<file path="src/rtl/enc_snapshot_sched_pkg.sv">
// Shared constants, state encoding and address helpers for the encoder snapshot scheduler.
// Optional build macro: SNAP_TIMESTAMP_EN (timestamp word at snapshot index 15).
package enc_snapshot_sched_pkg;

  localparam logic [3:0] ADDR_MAIN     = 4'h0;
  localparam logic [3:0] OFF_ENC_DATA  = 4'h1;
  localparam logic [3:0] OFF_PER_DATA  = 4'h2;
  localparam logic [3:0] OFF_FREQ_DATA = 4'h3;

  localparam logic [1:0] SNAP_FIELD_ENC  = 2'd0;
  localparam logic [1:0] SNAP_FIELD_PER  = 2'd1;
  localparam logic [1:0] SNAP_FIELD_FREQ = 2'd2;
  localparam logic [3:0] SNAP_TS_IDX     = 4'hF;

  typedef enum logic [1:0] {
    StIdle = 2'd0,
    StHost = 2'd1,
    StSnap = 2'd2,
    StSwap = 2'd3
  } sched_state_e;

  function automatic logic [3:0] field_offset(input logic [1:0] field);
    case (field)
      SNAP_FIELD_ENC:  field_offset = OFF_ENC_DATA;
      SNAP_FIELD_PER:  field_offset = OFF_PER_DATA;
      default:         field_offset = OFF_FREQ_DATA;
    endcase
  endfunction

  // chan is zero-based here; the encoder register map numbers channels from 1.
  function automatic logic [15:0] snap_addr(input logic [1:0] chan, input logic [1:0] field);
    snap_addr = {ADDR_MAIN, 4'h0, {2'b00, chan} + 4'd1, field_offset(field)};
  endfunction

endpackage

</file>
<file path="src/rtl/enc_snapshot_sched_dbuf.sv">
// Ping-pong 2x16x32 snapshot store: writes go to the back bank, reads come from the front bank.
module snap_dbuf (
  input  logic        clk,
  input  logic        reset,
  input  logic        we,
  input  logic [3:0]  waddr,
  input  logic [31:0] wdata,
  input  logic        swap,
  input  logic [3:0]  raddr,
  output logic [31:0] rdata
);

  logic [31:0] mem_q [2][16];
  logic        sel_q;
  logic        back;

  assign back  = ~sel_q;
  assign rdata = mem_q[sel_q][raddr];

  always_ff @(posedge clk) begin
    if (reset) begin
      sel_q <= 1'b0;
      for (int b = 0; b < 2; b++) begin
        for (int w = 0; w < 16; w++) begin
          mem_q[b][w] <= 32'h0;
        end
      end
    end else begin
      if (we) mem_q[back][waddr] <= wdata;
      if (swap) sel_q <= ~sel_q;
    end
  end

endmodule

</file>
<file path="src/rtl/enc_snapshot_sched.sv">
// Shares the encoder read port between a double-buffered snapshot engine and host reads.
// Optional build macro: SNAP_TIMESTAMP_EN.
module enc_snapshot_sched
  import enc_snapshot_sched_pkg::*;
#(
  parameter int unsigned NUM_CHAN = 4,
  parameter int unsigned SEQ_W    = 8
) (
  input  logic             sysclk,
  input  logic             reset,
  input  logic             sample_req,
  input  logic             host_rd,
  input  logic [15:0]      host_raddr,
  output logic             host_ready,
  output logic [31:0]      host_rdata,
  output logic             host_rvalid,
  output logic [15:0]      enc_raddr,
  input  logic [31:0]      enc_rdata,
  input  logic [3:0]       snap_raddr,
  output logic [31:0]      snap_rdata,
  output logic             snap_valid,
  output logic [SEQ_W-1:0] snap_seq,
  output logic             busy,
  output logic             snap_overrun,
  input  logic             clr_overrun
);

  localparam logic [1:0] LastChan = 2'(NUM_CHAN - 1);

  sched_state_e state_q, state_d;
  logic [1:0]   chan_q, chan_d, field_q, field_d;
  logic         pend_q, pend_d;
  logic [15:0]  addr_q, addr_d;
  logic [31:0]  host_rdata_q;
  logic         host_rvalid_q, valid_q, ovr_q, ovr_set;
  logic [SEQ_W-1:0] seq_q;
  logic         host_acc, accept;
  logic         buf_we, buf_swap;
  logic [3:0]   buf_waddr;
  logic [31:0]  buf_wdata;

`ifdef SNAP_TIMESTAMP_EN
  logic [31:0] ts_cnt_q, ts_q;

  always_ff @(posedge sysclk) begin
    if (reset) begin
      ts_cnt_q <= 32'h0;
      ts_q     <= 32'h0;
    end else begin
      ts_cnt_q <= ts_cnt_q + 32'd1;
      if (accept) ts_q <= ts_cnt_q;
    end
  end
`endif

  assign host_ready = ~(pend_q | (state_q == StHost));
  assign host_acc   = host_rd & host_ready;
  assign busy       = (state_q == StSnap);
  assign ovr_set    = sample_req & ((state_q == StSnap) | (state_q == StSwap));

  always_comb begin
    state_d   = state_q;
    chan_d    = chan_q;
    field_d   = field_q;
    pend_d    = pend_q;
    addr_d    = addr_q;
    accept    = 1'b0;
    enc_raddr = 16'h0;
    buf_we    = 1'b0;
    buf_swap  = 1'b0;
    buf_waddr = {chan_q, field_q};
    buf_wdata = enc_rdata;
    unique case (state_q)
      StIdle: begin
        if (sample_req) begin
          accept  = 1'b1;
          state_d = StSnap;
          chan_d  = 2'd0;
          field_d = 2'd0;
          if (host_acc) begin
            pend_d = 1'b1;
            addr_d = host_raddr;
          end
        end else if (host_acc) begin
          state_d = StHost;
          addr_d  = host_raddr;
        end else if (pend_q) begin
          state_d = StHost;
          pend_d  = 1'b0;
        end
      end
      StHost: begin
        enc_raddr = addr_q;
        if (sample_req) begin
          accept  = 1'b1;
          state_d = StSnap;
          chan_d  = 2'd0;
          field_d = 2'd0;
        end else begin
          state_d = StIdle;
        end
      end
      StSnap: begin
        enc_raddr = snap_addr(chan_q, field_q);
        buf_we    = 1'b1;
        if (host_acc) begin
          pend_d = 1'b1;
          addr_d = host_raddr;
        end
        if (field_q == SNAP_FIELD_FREQ) begin
          field_d = 2'd0;
          if (chan_q == LastChan) state_d = StSwap;
          else                    chan_d  = chan_q + 2'd1;
        end else begin
          field_d = field_q + 2'd1;
        end
      end
      StSwap: begin
        buf_swap = 1'b1;
`ifdef SNAP_TIMESTAMP_EN
        buf_we    = 1'b1;
        buf_waddr = SNAP_TS_IDX;
        buf_wdata = ts_q;
`endif
        if (host_acc) addr_d = host_raddr;
        // A waiting host read takes the port straight after the swap.
        if (pend_q | host_acc) begin
          state_d = StHost;
          pend_d  = 1'b0;
        end else begin
          state_d = StIdle;
        end
      end
      default: state_d = StIdle;
    endcase
  end

  always_ff @(posedge sysclk) begin
    if (reset) begin
      state_q       <= StIdle;
      chan_q        <= 2'd0;
      field_q       <= 2'd0;
      pend_q        <= 1'b0;
      addr_q        <= 16'h0;
      host_rdata_q  <= 32'h0;
      host_rvalid_q <= 1'b0;
      valid_q       <= 1'b0;
      seq_q         <= '0;
      ovr_q         <= 1'b0;
    end else begin
      state_q       <= state_d;
      chan_q        <= chan_d;
      field_q       <= field_d;
      pend_q        <= pend_d;
      addr_q        <= addr_d;
      host_rvalid_q <= (state_q == StHost);
      if (state_q == StHost) host_rdata_q <= enc_rdata;
      if (state_q == StSwap) begin
        seq_q   <= seq_q + 1'b1;
        valid_q <= 1'b1;
      end
      ovr_q <= ovr_set | (ovr_q & ~clr_overrun);
    end
  end

  assign host_rdata   = host_rdata_q;
  assign host_rvalid  = host_rvalid_q;
  assign snap_valid   = valid_q;
  assign snap_seq     = seq_q;
  assign snap_overrun = ovr_q;

  snap_dbuf u_dbuf (
    .clk   (sysclk),
    .reset (reset),
    .we    (buf_we),
    .waddr (buf_waddr),
    .wdata (buf_wdata),
    .swap  (buf_swap),
    .raddr (snap_raddr),
    .rdata (snap_rdata)
  );

endmodule
</file>
<file path="config.mk">
export PLATFORM = sky130hd
export DESIGN_NAME = enc_snapshot_sched
export DESIGN_NICKNAME = d
export VERILOG_FILES = /design/src/rtl/enc_snapshot_sched_pkg.sv /design/src/rtl/enc_snapshot_sched_dbuf.sv /design/src/rtl/enc_snapshot_sched.sv
export SDC_FILE = /design/constraint.sdc
export NUM_CORES = 1
export LEC_CHECK = 0
export CAP_MARGIN = 40
export CELL_PAD_IN_SITES_DETAIL_PLACEMENT = 0
export CELL_PAD_IN_SITES_GLOBAL_PLACEMENT = 1
export CORE_ASPECT_RATIO = 2
export CORE_MARGIN = 2
export CORE_UTILIZATION = 40
export DETAILED_ROUTE_END_ITERATION = 10
export PLACE_DENSITY_LB_ADDON = 0.12
export SETUP_SLACK_MARGIN = 0.5
export SYNTH_ARGS = -nofsm -noshare
export SYNTH_HDL_FRONTEND = slang
export SYNTH_SLANG_ARGS = --single-unit
</file>
<file path="constraint.sdc">
create_clock -name sysclk -period 7.1 [get_ports sysclk]
set_clock_uncertainty 0.15 [all_clocks]
set_input_delay 1.42 -clock sysclk [delete_from_list [all_inputs] [get_ports sysclk]]
set_output_delay 1.42 -clock sysclk [all_outputs]
set_load 0.005 [all_outputs]
</file>
==> flow_metrics.tcl, run 1 <==
set metrics [dict create \
    ys.flop_type "edfxtp_1" \
    clockBufferDepth 3 \
    netlist_instances 3268 \
    syn_nets 3334 \
    max_freq_mhz 174 \
    hold_ws_ns 0.301 \
    syn_area_um2 46600 \
    dp.cells 4841 \
    die_w_um 245 \
    dieHeight_um 487 \
    fin_setup_tns_ns 0 \
    clk_transition_reported_paths_ns 0.06 \
    synth-edff-count 1024 \
    cts_tree "built" \
    final_layout_size_suffix_gt1_share_pct 10.5 \
    drv_slew 0 \
    p_leak_nw 20.6 \
    ant_nets 0 \
    post_cts.repair.setup_buffers 0 \
    cpMaxStageDelayCell "clkdlybuf4s50_1" \
    dpl.hpwl_mm 94.7 \
    initialDrtViolationCount 2331 \
    path_common_cell "clkdlybuf4s50_1" \
    routed_via_density 5.59 \
    final_core_util_pct 46.9 \
    crit_required_ns 5.53 \
    syn_area_per_cell_um2 14.3 \
    grt.total_usage_pct 26.3 \
    cts_buffers 98 \
    setup_violations 0 \
    htreeDepth 3 \
    area_growth_pct 16.6 \
    fin_cells 5029 \
    outcome "finished clean" \
    fp.dieArea_um2 120000 \
    fp-row-count 177 \
    p_total_mw 14.9 \
    synthArstFlopShare_pct 0 \
    vdd_drop_max_mv 0.208 \
    start_util_pct 40.2 \
    crit_chain "clkdlybuf4s50_1 -> nor2b_4 -> buf_12 -> a22o_1 -> nor3_1 -> a31oi_1 -> nand3_1 -> clkdlybuf4s50_1" \
    ctsHoldBuffers 0 \
    slew_headroom_pct 33.2 \
    hold_class "flip-flop to flip-flop" \
    ys_seq_area_share_pct 68.8 \
    setup_ws_ns 1.34 \
    start_kind "primary input" \
    placed_cell_area_um2 51000 \
    fin_crit_ns 5.76 \
    finish.net_count 3486 \
    gp_congestion 0.829 \
    cp-end-kind "primary output" \
    ys_seq_elements 1092 \
    drc 0 \
    dp_slack_ns 1.32 \
    grt_pass1_vias 29200 \
    clock_sinks 1092 \
    overflow 0 \
    cp_max_fo 48 \
    core-area_um2 116000 \
    rsz0062_at_grt "no" \
    io_pins 150 \
    power.density_nw_per_um2 274 \
    ys_types 48 \
    maxCapViolCount 0 \
    vias 28100 \
    grt_pass1_wl_mm 219 \
    tightest_slew_ns 1.00 \
    port_buffers 149 \
    fill_cells 10200 \
    firstDrtPassIters 6 \
    worstSkewPairLatency_ns 0.71 \
    wl_per_cell_um 31.3 \
    cp_slowest_stage_delay_ns 0.65 \
    arrival_ns 4.19 \
    finalHoldViolations 0 \
    yosys_warnings 0 \
    drt-total-wl_mm 157 \
    grt_start_max_net_pins 79 \
    cts-resized-gates 0 \
    period_share_pct 81.1 \
    grt_antenna_before_repair 5 \
    cts-root-buf "clkbuf_16" \
    fin_area_um2 54400 \
    crit_type "primary input to primary output" \
]
## synthesized netlist by cell type, types with 57 or more instances
library cell / number / share of area (%)
a21oi_1: 134 / 1.4
mux2i_1: 547 / 12
nand2_1: 188 / 1.5
dfxtp_1: 68 / 2.9
nand3_1: 98 / 1.1
nor2_1: 119 / 0.96
edfxtp_1: 1024 / 66
clkbuf_1: 94 / 0.76
buf_2: 57 / 0.61
a22oi_1: 98 / 1.6
and2_1: 492 / 6.6
a22o_1: 64 / 1.2
## registers in the layout, indices dropped and copies added, names as in the netlist, named ones only
| name | flops |
|---|---|
| chan_q | 2 |
| u_dbuf.sel_q | 1 |
| snap_overrun | 1 |
| pend_q | 1 |
| addr_q | 16 |
| u_dbuf.mem_q | 1024 |
| host_rvalid | 1 |
| state_q | 2 |
| snap_valid | 1 |
| snap_seq | 8 |
| field_q | 2 |
| host_rdata | 32 |
## cells in the final DEF, fill, tap and decap left out, types with 15 or more instances in the layout
cell type / instances
clkdlybuf4s50_1: 147
a21oi_1: 118
buf_12: 27
clkbuf_1: 16
a22oi_1: 98
nand3_1: 96
buf_4: 98
nor3_1: 33
nor2_4: 17
a31oi_1: 33
nand2_1: 185
nor2_1: 113
and2_1: 491
dfxtp_1: 68
clkinv_2: 15
o21ai_4: 15
a22o_1: 64
edfxtp_1: 1024
inv_1: 40
a21oi_4: 16
mux2i_1: 547
clkbuf_16: 101
## power breakdown
group	internal, mW	switching (mW)
clock	3.10	2.46
sequential	7.55	0.135
combinational	0.543	1.13
total	11.2	3.73
## layout make-up
class | instances | area [µm²] | area share, %
flip-flops and latches | 1092 | 32100 | 59.1
multi-input cells | 1898 | 13700 | 25.2
repair buffers | 289 | 3150 | 5.80
clock buffers | 124 | 2680 | 4.94
well taps | 1521 | 1900 | 3.50
clock inverters | 58 | 636 | 1.17
inverters | 41 | 154 | 0.283
diodes | 6 | 15.0 | 0.0276
## worst max-delay path: cells and delay by family
| kind | cells | cell delay (ns) |
|---|---|---|
| and+or+nand+nor | 3 | 0.82 |
| buffers and inverters | 3 | 1.47 |
| AOI/OAI and AO/OA | 2 | 0.41 |
## kinds of logic after synthesis
group | Yosys count | share of synthesized area, %
flip-flops | 1092 | 68.8
XOR/XNOR | 6 | 0.113
adder cells (fa/ha/maj) | 9 | 0.241
buffers and inverters | 278 | 2.80
AND/OR/NAND/NOR | 975 | 11.2
AO/OA/AOI/OAI | 360 | 5.06
multiplexers | 548 | 11.8
## path summary, 6_finish.rpt
path                 start              endpoint  slack, ns  cells past startpoint
max          snap_raddr[1]        snap_rdata[27]       1.34                      8
min             addr_q[13]            addr_q[13]       0.30                      2
max reg2reg     state_q[0]  u_dbuf.mem_q[0][304]       2.74                      6
min reg2reg     addr_q[13]            addr_q[13]       0.30                      2
## routing by layer
layer / global-route usage, % / wire, µm / part of all wire (%)
met5: 0 / 8 / 0.0051
met4: 11.5 / 7090 / 4.5
met3: 3.08 / 6790 / 4.3
met2: 49.7 / 85500 / 54
met1: 29.4 / 57800 / 37
No activity file was read; power rests on OpenSTA's default activity.
==> inputs of run 2 (changes only) <==
Clock period 7.1 ns to 5.5 ns, I/O delays scaled along.
==> run 2 against run 1 <==
Net effect:
- setup slack got worse by 0.74 ns
- die area unchanged
- critical path depth stayed put
- register-to-register slack got worse by 1.2 ns
- critical endpoint is now snap_rdata[0]
- highest routed layer unchanged
==> flow_metrics.tcl, run 2 (synthesis results as in run 1) <==
set metrics [dict create \
    outcome "finished clean" \
    initialDrtViolationCount 2332 \
    seqCellArea_um2 32100 \
    area_growth_pct 16.8 \
    core-area_um2 116000 \
    crit_type "primary input to primary output" \
    clockBufferDepth 3 \
    cts_tree "built" \
    cp_max_fo 22 \
    period_share_pct 89.0 \
    clk_transition_reported_paths_ns 0.07 \
    largest_register "u_dbuf.mem_q" \
    ant_nets 0 \
    final_cell_mix "edfxtp_1, mux2i_1, and2_1" \
    ctsHoldBuffers 0 \
    crit_chain "clkdlybuf4s50_1 -> and2_4 -> buf_4 -> a22o_1 -> nor3_1 -> a31oi_1 -> nand3_1 -> clkdlybuf4s50_1" \
    dp.cells 4859 \
    worstSkewPairLatency_ns 0.72 \
    grt_antenna_before_repair 9 \
    tightest_slew_ns 0.899 \
    io_pins 150 \
    maxCapViolCount 0 \
    drv_slew 0 \
    cts-root-buf "clkbuf_16" \
    multi_input_area_um2 13700 \
    final_common_cell "edfxtp_1" \
    final_layout_size_suffix_gt1_share_pct 10.9 \
    power.density_nw_per_um2 352 \
    dieHeight_um 487 \
    fill_cells 10200 \
    r2r_cells 6 \
    clock_sinks 1092 \
    die_w_um 245 \
    slew_headroom_pct 40.1 \
    crit_required_ns 4.25 \
    grt_start_max_net_pins 73 \
    finish.net_count 3506 \
    drt-total-wl_mm 159 \
    vdd_drop_max_mv 0.221 \
    port_buffers 149 \
    max_freq_mhz 204 \
    grt_pass1_vias 29400 \
    p_leak_nw 20.6 \
    drc 0 \
    grt_use_met1_pct 30.0 \
    cts_buffers 97 \
    vias 28200 \
    cpMaxStageDelayCell "clkdlybuf4s50_1" \
    gp_congestion 0.835 \
    hold_depth 2 \
    start_kind "primary input" \
    start_util_pct 40.2 \
    overflow 0 \
    arrival_ns 3.65 \
    fin_setup_tns_ns 0 \
    hold_class "flip-flop to flip-flop" \
    p_total_mw 19.2 \
    grt_util_met3_pct 2.87 \
    routed_via_density 5.59 \
    wl_per_cell_um 31.5 \
    cp_slowest_stage_delay_ns 0.64 \
    fin_cells 5047 \
    grtUsageMet2_pct 50.2 \
    fp-row-count 177 \
    path_common_cell "clkdlybuf4s50_1" \
    firstDrtPassIters 5 \
    rsz0062_at_grt "no" \
    finalHoldViolations 0 \
    setup_violations 0 \
    grt_pass1_wl_mm 222 \
    grt.total_usage_pct 26.7 \
    largest_reg_flops 1024 \
    htreeDepth 3 \
    fin_crit_ns 4.90 \
    dpl.hpwl_mm 96.8 \
    cp-end-kind "primary output" \
    fp.dieArea_um2 120000 \
    busiest_layer "met2" \
]
## run 2: cell types whose count changed in the layout (fill, tap and decap cells not counted), sizes merged
cell      before  now
inv           45   46
clkbuf       124  121
diode          6    3
buf          142  163
clkinvlp      10   11
bufinv        11   12
## run 2: area by class of cell
type | instances | area share [%]
Clock inverter | 61 | 1.24
Antenna cell | 3 | 0.0138
Tap cell | 1521 | 3.49
Timing Repair Buffer | 310 | 6.16
Multi-Input combinational cell | 1898 | 25.2
Sequential cell | 1092 | 58.9
Clock buffer | 121 | 4.69
Inverter | 41 | 0.282
## run 2: power breakdown
part	total (mW)	switching (mW)	internal [mW]
sequential	9.92	0.174	9.75
clock	7.07	3.18	3.89
combinational	2.21	1.49	0.716
total	19.2	4.84	14.4
## run 2: final timing paths
path	start	endpoint	slack, ns
min	addr_q[12]	addr_q[12]	0.31
min reg2reg	addr_q[12]	addr_q[12]	0.31
max	snap_raddr[1]	snap_rdata[0]	0.60
max reg2reg	state_q[0]	u_dbuf.mem_q[0][367]	1.54
## run 2: worst max-delay path: cells and delay by family
kind	cells	cell delay (ns)
AO/OA/AOI/OAI	2	0.39
buffers and inverters	3	1.53
AND/OR/NAND/NOR	3	0.61
## run 2: per-stage QoR
stage	util, %	area, µm²	hold slack [ns]	worst slack [ns]
finish	47.0	54500	0.305	0.604
global route	46.9	54500	0.327	0.505
CTS	46.9	54400	0.309	0.534
detailed placement	44.1	51200	0.299	0.551
global placement	43.7	50800	0.291	0.538
floorplan	-	46600	0.282	0.898
## run 2: what timing repair did
action | CTS | global route
setup endpoints to repair | 0 | 10
setup buffers | 0 | 3
resized for setup | 0 | 1
## run 2: metal layers
metal  part of all wire (%)  vias to the layer above
met5                  0.014                        -
met4                    4.4                        4
met3                    4.8                      278
met2                     55                      960
met1                     36                    14600
li1                       -                    12400
